## src/rtl/bram_64_arb.sv

```systemverilog
// ---------------------------------------------------------------------------
// bram_64_arb
//   Round-robin arbiter that lets two requesters share the 64-bit port 'a' of
//   the bram_64_8 buffer. One requester owns the port at a time; an owner may
//   issue up to MAX_BURST back-to-back beats before ownership is re-arbitrated.
//   Read data comes straight from the BRAM, with a per-requester valid strobe
//   raised one cycle after the read beat to match the BRAM read latency.
//
// Ports
//   clk_in, rst_in                 clock and synchronous active-high reset
//   reqN_in                        requester N wants the port (one beat per
//                                  cycle while reqN_in && gntN_out)
//   weN_in / addrN_in / wr_dN_in   requester N byte enables (0 = read),
//                                  word address and write data
//   gntN_out                       requester N owns the port (registered)
//   rd_validN_out                  rd_d_out carries requester N read data
//   rd_d_out                       shared read data (= bram_rd_d_in)
//   bram_*_out / bram_rd_d_in      connection to BRAM port 'a'
// ---------------------------------------------------------------------------
module bram_64_arb #(
    parameter int MAX_BURST = 16,
    parameter int ADDR_W    = 10,
    parameter int DATA_W    = 64,
    parameter int WE_W      = 8
) (
    input  logic              clk_in,
    input  logic              rst_in,
    input  logic              req0_in,
    input  logic [WE_W-1:0]   we0_in,
    input  logic [ADDR_W-1:0] addr0_in,
    input  logic [DATA_W-1:0] wr_d0_in,
    output logic              gnt0_out,
    output logic              rd_valid0_out,
    input  logic              req1_in,
    input  logic [WE_W-1:0]   we1_in,
    input  logic [ADDR_W-1:0] addr1_in,
    input  logic [DATA_W-1:0] wr_d1_in,
    output logic              gnt1_out,
    output logic              rd_valid1_out,
    output logic [DATA_W-1:0] rd_d_out,
    output logic              bram_en_out,
    output logic [WE_W-1:0]   bram_we_out,
    output logic [ADDR_W-1:0] bram_addr_out,
    output logic [DATA_W-1:0] bram_wr_d_out,
    input  logic [DATA_W-1:0] bram_rd_d_in
);

    localparam int CNT_W = $clog2(MAX_BURST + 1);

    typedef enum logic [1:0] {
        IDLE = 2'd0,
        GNT0 = 2'd1,
        GNT1 = 2'd2
    } state_t;

    state_t             state_q, state_d;
    logic [CNT_W-1:0]   beatCnt_q, beatCnt_d;
    logic               lastOwner_q, lastOwner_d;
    logic               rdValid0_q, rdValid0_d;
    logic               rdValid1_q, rdValid1_d;

    logic               ownerIs1;
    logic               granted;
    logic               ownerReq;
    logic               otherReq;
    logic               beat;
    logic               burstEnd;
    logic [WE_W-1:0]    ownerWe;
    logic [ADDR_W-1:0]  ownerAddr;
    logic [DATA_W-1:0]  ownerWrD;

    assign ownerIs1  = (state_q == GNT1);
    assign granted   = (state_q == GNT0) || (state_q == GNT1);
    assign ownerReq  = ownerIs1 ? req1_in  : req0_in;
    assign otherReq  = ownerIs1 ? req0_in  : req1_in;
    assign ownerWe   = ownerIs1 ? we1_in   : we0_in;
    assign ownerAddr = ownerIs1 ? addr1_in : addr0_in;
    assign ownerWrD  = ownerIs1 ? wr_d1_in : wr_d0_in;
    assign burstEnd  = (beatCnt_q == CNT_W'(MAX_BURST - 1));

    // A beat is suppressed in the reset cycle so no access reaches the BRAM
    // while the arbiter is being cleared.
    assign beat = granted && ownerReq && !rst_in;

    // Next-state logic. Leaving a grant (request dropped or burst exhausted)
    // hands straight to the other requester if it is waiting; otherwise the
    // arbiter drops to IDLE, which is what forces the one-cycle gap when a
    // lone requester hits its burst limit.
    always_comb begin
        state_d     = state_q;
        beatCnt_d   = beatCnt_q;
        lastOwner_d = lastOwner_q;
        unique case (state_q)
            IDLE: begin
                if (req0_in && (!req1_in || lastOwner_q)) begin
                    state_d = GNT0;
                end else if (req1_in) begin
                    state_d = GNT1;
                end
            end
            GNT0, GNT1: begin
                if (!ownerReq || burstEnd) begin
                    if (otherReq) begin
                        state_d = ownerIs1 ? GNT0 : GNT1;
                    end else begin
                        state_d = IDLE;
                    end
                end else begin
                    beatCnt_d = beatCnt_q + 1'b1;
                end
            end
            default: state_d = IDLE;
        endcase
        // Any ownership change restarts the beat count; entering a grant
        // records the new owner for the next tie-break.
        if (state_d != state_q) begin
            beatCnt_d = '0;
            if (state_d == GNT0) lastOwner_d = 1'b0;
            if (state_d == GNT1) lastOwner_d = 1'b1;
        end
    end

    assign rdValid0_d = beat && !ownerIs1 && (ownerWe == '0);
    assign rdValid1_d = beat &&  ownerIs1 && (ownerWe == '0);

    always_ff @(posedge clk_in) begin
        if (rst_in) begin
            state_q     <= IDLE;
            beatCnt_q   <= '0;
            lastOwner_q <= 1'b1;
            rdValid0_q  <= 1'b0;
            rdValid1_q  <= 1'b0;
        end else begin
            state_q     <= state_d;
            beatCnt_q   <= beatCnt_d;
            lastOwner_q <= lastOwner_d;
            rdValid0_q  <= rdValid0_d;
            rdValid1_q  <= rdValid1_d;
        end
    end

    assign gnt0_out = (state_q == GNT0);
    assign gnt1_out = (state_q == GNT1);

    // A read issued just before reset returns its data during the reset
    // cycle; masking here discards that response.
    assign rd_valid0_out = rdValid0_q && !rst_in;
    assign rd_valid1_out = rdValid1_q && !rst_in;
    assign rd_d_out      = bram_rd_d_in;

    assign bram_en_out   = beat;
    assign bram_we_out   = beat ? ownerWe   : '0;
    assign bram_addr_out = beat ? ownerAddr : '0;
    assign bram_wr_d_out = beat ? ownerWrD  : '0;

endmodule

```

## config.mk

```make
export PLATFORM = sky130hd
export DESIGN_NAME = bram_64_arb
export DESIGN_NICKNAME = d
export VERILOG_FILES = /design/src/rtl/bram_64_arb.sv
export SDC_FILE = /design/constraint.sdc
export NUM_CORES = 1
export LEC_CHECK = 0
export BUFFER_PORTS_ARGS = -buffer_cell sky130_fd_sc_hd__clkbuf_2
export CAP_MARGIN = 20
export CORE_AREA = 2 2 148 150
export CTS_BUF_LIST = sky130_fd_sc_hd__clkbuf_16
export CTS_CLUSTER_DIAMETER = 200
export DETAILED_ROUTE_END_ITERATION = 7
export DIE_AREA = 0 0 150 152
export HOLD_SLACK_MARGIN = 0.1
export PLACE_DENSITY = 0.42
export SYNTH_ARGS = -nofsm -noshare
export SYNTH_HDL_FRONTEND = slang
export SYNTH_SLANG_ARGS = --single-unit
```

## constraint.sdc

```tcl
create_clock -name clk_in -period 6.95 [get_ports clk_in]
set_input_delay 1.39 -clock clk_in [delete_from_list [all_inputs] [get_ports clk_in]]
set_output_delay 1.39 -clock clk_in [all_outputs]
set_load 0.05 [all_outputs]
```

==> results.txt <==
The run finished with clean final reports. After synthesis, the most frequently instantiated cells are sky130_fd_sc_hd__a22o_1, sky130_fd_sc_hd__buf_4, sky130_fd_sc_hd__nor2_1. In the final layout, the multi-input gates occupy between 1000 and 1500 um2. Clock-pin slew was measured on the worst setup and hold paths at 0.04 ns. The total number of yosys warnings came out at 0. The synthesized netlist net count came out at around 510. The area of the placeable core came out at 21400 um2. The post-route non-filler standard cell count is 730. TritonCTS built the clock tree. Headroom to the max-slew limit came out at 39.0%. Along the worst hold path, the cell count comes to 2. The overall global routing resource usage came out at 13.0%. The number of buffers created by CTS is 3. The die area came out at 22800 um2.

Entering global routing, the biggest net connects 75 pins. The proportion of netlist area held by the largest area contributor came out at 29.9%. The number of I/O port buffers came out at 254.

The standard cell area after detailed placement is 3240 um2. In this run, placement finished with an instance count of 724. The final period demand of the worst path is 4.69 ns. The tree built by TritonCTS fans out to 10 sinks. The signal on the critical path passes through clkbuf_2, inv_1, nor3_2, buf_4, a22o_1, clkbuf_2. The number of buffers and inverters on the critical path came out at 4. In this run the vertical extent of the chip is between 150 and 200 um. Cells fill 15.6% of the core in the end. By instance count, the leading cell after synthesis is sky130_fd_sc_hd__a22o_1. The longest clock path from root to sink contains 2 buffers.

The number of pins with negative max-slew slack in the final report is 0. The post-detailed-route DRC marker count came out at 0. Clock tree synthesis selected as its root buffer the cell sky130_fd_sc_hd__clkbuf_16.

The origin of the critical flop-to-flop path is state_q[0]. Along the worst path, the maximum fanout reaches 74. The number of distinct library cells after synthesis came out at 44. The number of register bits inferred by synthesis is 10.

The highest ir drop seen on vdd came out at ~140 uV. The required time of the worst setup path is 5.56 ns. The total of endpoints with negative setup slack in the final report came out at 0. The number of antenna violations at the first check in global routing came out at 2. On the critical path, the stage with the largest delay is an instance of sky130_fd_sc_hd__buf_4. The iteration-0 DRC count of the detailed router is approximately 110. Counting buffers and inverters, the worst setup path is 6 cells deep. The most used flip-flop cell after synthesis is sky130_fd_sc_hd__dfxtp_1. The starting density of the core came out at 10.2%. The clock latency reported for the late side of the worst-skew pair came out at 0.24 ns.

Dividing the detail-routed wire length by the instance count gives 21.4 um. The area of all sequential standard cells is between 200 and 250 um2. The number of fill cells in the layout is 2527. For this run the aggregate overflow at the end of global routing stands at 0. The post-DP HPWL is 14000 um. The delay of the slowest cell on the worst path came out at 0.66 ns. The die is 150 um wide. The count of final hold-check violations came to 0.

Across all setup checks in the final design, the least slack found is 2.26 ns. The global-route wire length before repair came out at between 20000 and 25000 um. The ratio of final minimum period to clock period is 67.5%. The via count of the first global-routing pass came out at around 2900. The number of maximum-capacitance constraint violations came out at 0. The post-layout total power is 0.547 mW.

After technology mapping, the gate count stands at about 270. The min-delay analysis places its worst path in the category reg2reg. The number of detailed-route iterations in the first pass came out at 4. Of all flip-flops after synthesis, the portion carrying an async set or reset was 0%. The share of synthesized area occupied by flip-flops and latches came out at 9.22%. The buffer count from post-CTS setup fixing came out at 0.

The worst setup path is of the in2out kind. The CTS H-tree depth is 1. The synthesized area per cell is ~8.0 um2. Of all cell types, the one taking the most synthesized area is sky130_fd_sc_hd__a22o_1. In this run the power density over the cells is 165 nW/um2. The startpoint identified for the worst hold timing path is beatCnt_q[3]. The vias per cell came out at about 3.8. The clock arrives with 0.00219 ns of skew. The logic depth of the worst register-to-register path is 10.

In this design, the critical path's most frequently occurring cell is sky130_fd_sc_hd__clkbuf_2. On the final layout, the worst hold slack is roughly 0.51 ns. The total of cells resized after clock tree synthesis came out at 0. The transition time at the pin with the least slew margin is 0.915 ns. Setup repair after global routing left no endpoint under its margin. The number of nets in the finished design is 689.

The number of I/O pins came out at 383. In this run the static leakage power is 1.76 nW. The routability congestion estimate from global placement is 0.923.

After floorplanning, the core was divided into 54 placement rows. In this run the worst setup path begins at req0_in. The critical path capture point type is an output pin. Hold repair after CTS inserted 0 buffers. In the post-synthesis netlist, the biggest area contributors are sky130_fd_sc_hd__a22o_1, sky130_fd_sc_hd__buf_4, sky130_fd_sc_hd__dfxtp_1. The fraction of final layout cells sized beyond drive strength 1 came out at 60.3%. Counting flops with a built-in enable in the synthesized netlist gives 0. The synthesis-to-layout area growth is 53.0%. The worst setup timing slack at the placement stage is 2.15 ns. The wire length reported by the detailed router came out at 15600 um. STA classifies the critical path startpoint as an input pin. Summing every instance area after synthesis gives 2170 um2.

The final non-filler cell area came out at 3320 um2. The achievable clock frequency came out at between 200 and 250 MHz. The aggregate negative setup slack is 0 ns.

STA puts the critical path data arrival time at 3.30 ns. The total number of vias came out at between 2000 and 3000. Once detail routing completed, the nets flagged for antenna violations numbered 0. The family with the most delay on the worst path is buffers and inverters.
## state kept, by name (all words and copies together), names as in the netlist
register	flops
beatCnt_q	5
rdValid0_q	1
state_q	2
lastOwner_q	1
rdValid1_q	1
## logic make-up (layout without fill, tap and decap cells)
group / count (synthesis) / in the layout / synth area share, %
AND/OR/NAND/NOR: 49 / 49 / 11.5
XOR/XNOR: 3 / 3 / 1.21
buffers and inverters: 92 / 269 / 28.3
other: 0 / 2 / 0
AO/OA/AOI/OAI: 97 / 97 / 39.0
adder cells (fa/ha/maj): 8 / 8 / 4.61
flip-flops: 10 / 10 / 9.22
multiplexers: 12 / 12 / 6.17
## power by group
part           internal [mW]  switching [mW]
Sequential            0.0640         0.00872
Clock                 0.0755          0.0279
Combinational          0.125           0.246
Total                  0.264           0.282
## cell type report
class                      instances  share of cell area (%)
multi-input combinational        169                    41.0
timing repair buffer             257                    39.0
tap                              280                    10.6
sequential                        10                    6.03
clock buffer                       3                    2.26
inverter                           8                   0.904
antenna                            2                   0.151
clock inverter                     1                   0.113
## tightest hold or removal path: stages (launching register included)
cell and delay, ns:
sky130_fd_sc_hd__dfxtp_1 0.33, sky130_fd_sc_hd__xor2_1 0.07, sky130_fd_sc_hd__nor2_1 0.07
## cell usage in the layout (no fill, tap or decap), types with 2 or more instances in the layout
| master | n |
|---|---|
| sky130_fd_sc_hd__a22o_1 | 74 |
| sky130_fd_sc_hd__o21bai_1 | 2 |
| sky130_fd_sc_hd__nand2_1 | 7 |
| sky130_fd_sc_hd__diode_2 | 2 |
| sky130_fd_sc_hd__nor2_1 | 20 |
| sky130_fd_sc_hd__a32oi_1 | 2 |
| sky130_fd_sc_hd__a21o_1 | 2 |
| sky130_fd_sc_hd__nand2b_1 | 2 |
| sky130_fd_sc_hd__inv_1 | 7 |
| sky130_fd_sc_hd__nor3_1 | 2 |
| sky130_fd_sc_hd__or4_1 | 2 |
| sky130_fd_sc_hd__a211o_1 | 3 |
| sky130_fd_sc_hd__clkbuf_2 | 254 |
| sky130_fd_sc_hd__nor2b_1 | 5 |
| sky130_fd_sc_hd__xor2_1 | 2 |
| sky130_fd_sc_hd__buf_4 | 3 |
| sky130_fd_sc_hd__nor4_1 | 4 |
| sky130_fd_sc_hd__ha_1 | 8 |
| sky130_fd_sc_hd__dfxtp_1 | 10 |
| sky130_fd_sc_hd__mux2i_1 | 10 |
| sky130_fd_sc_hd__clkbuf_16 | 3 |
| sky130_fd_sc_hd__a21oi_1 | 2 |
## worst paths after layout
check	endpoint	slack, ns
worst max-delay path	bram_wr_d_out[16]	2.26
worst min-delay path	beatCnt_q[3]	0.51
worst max register to register	lastOwner_q	3.68
worst min register to register	beatCnt_q[3]	0.51
## layer usage
layer / part of all wire [%] / up-vias / track usage [%]
met1: 43 / 1311 / 17.0
met2: 44 / 149 / 20.3
met3: 11 / 36 / 4.71
met4: 2.4 / 2 / 3.05
li1: - / 1309 / -
met5: 0.077 / - / 0
Note: power is estimated with default switching activity, not from simulation.
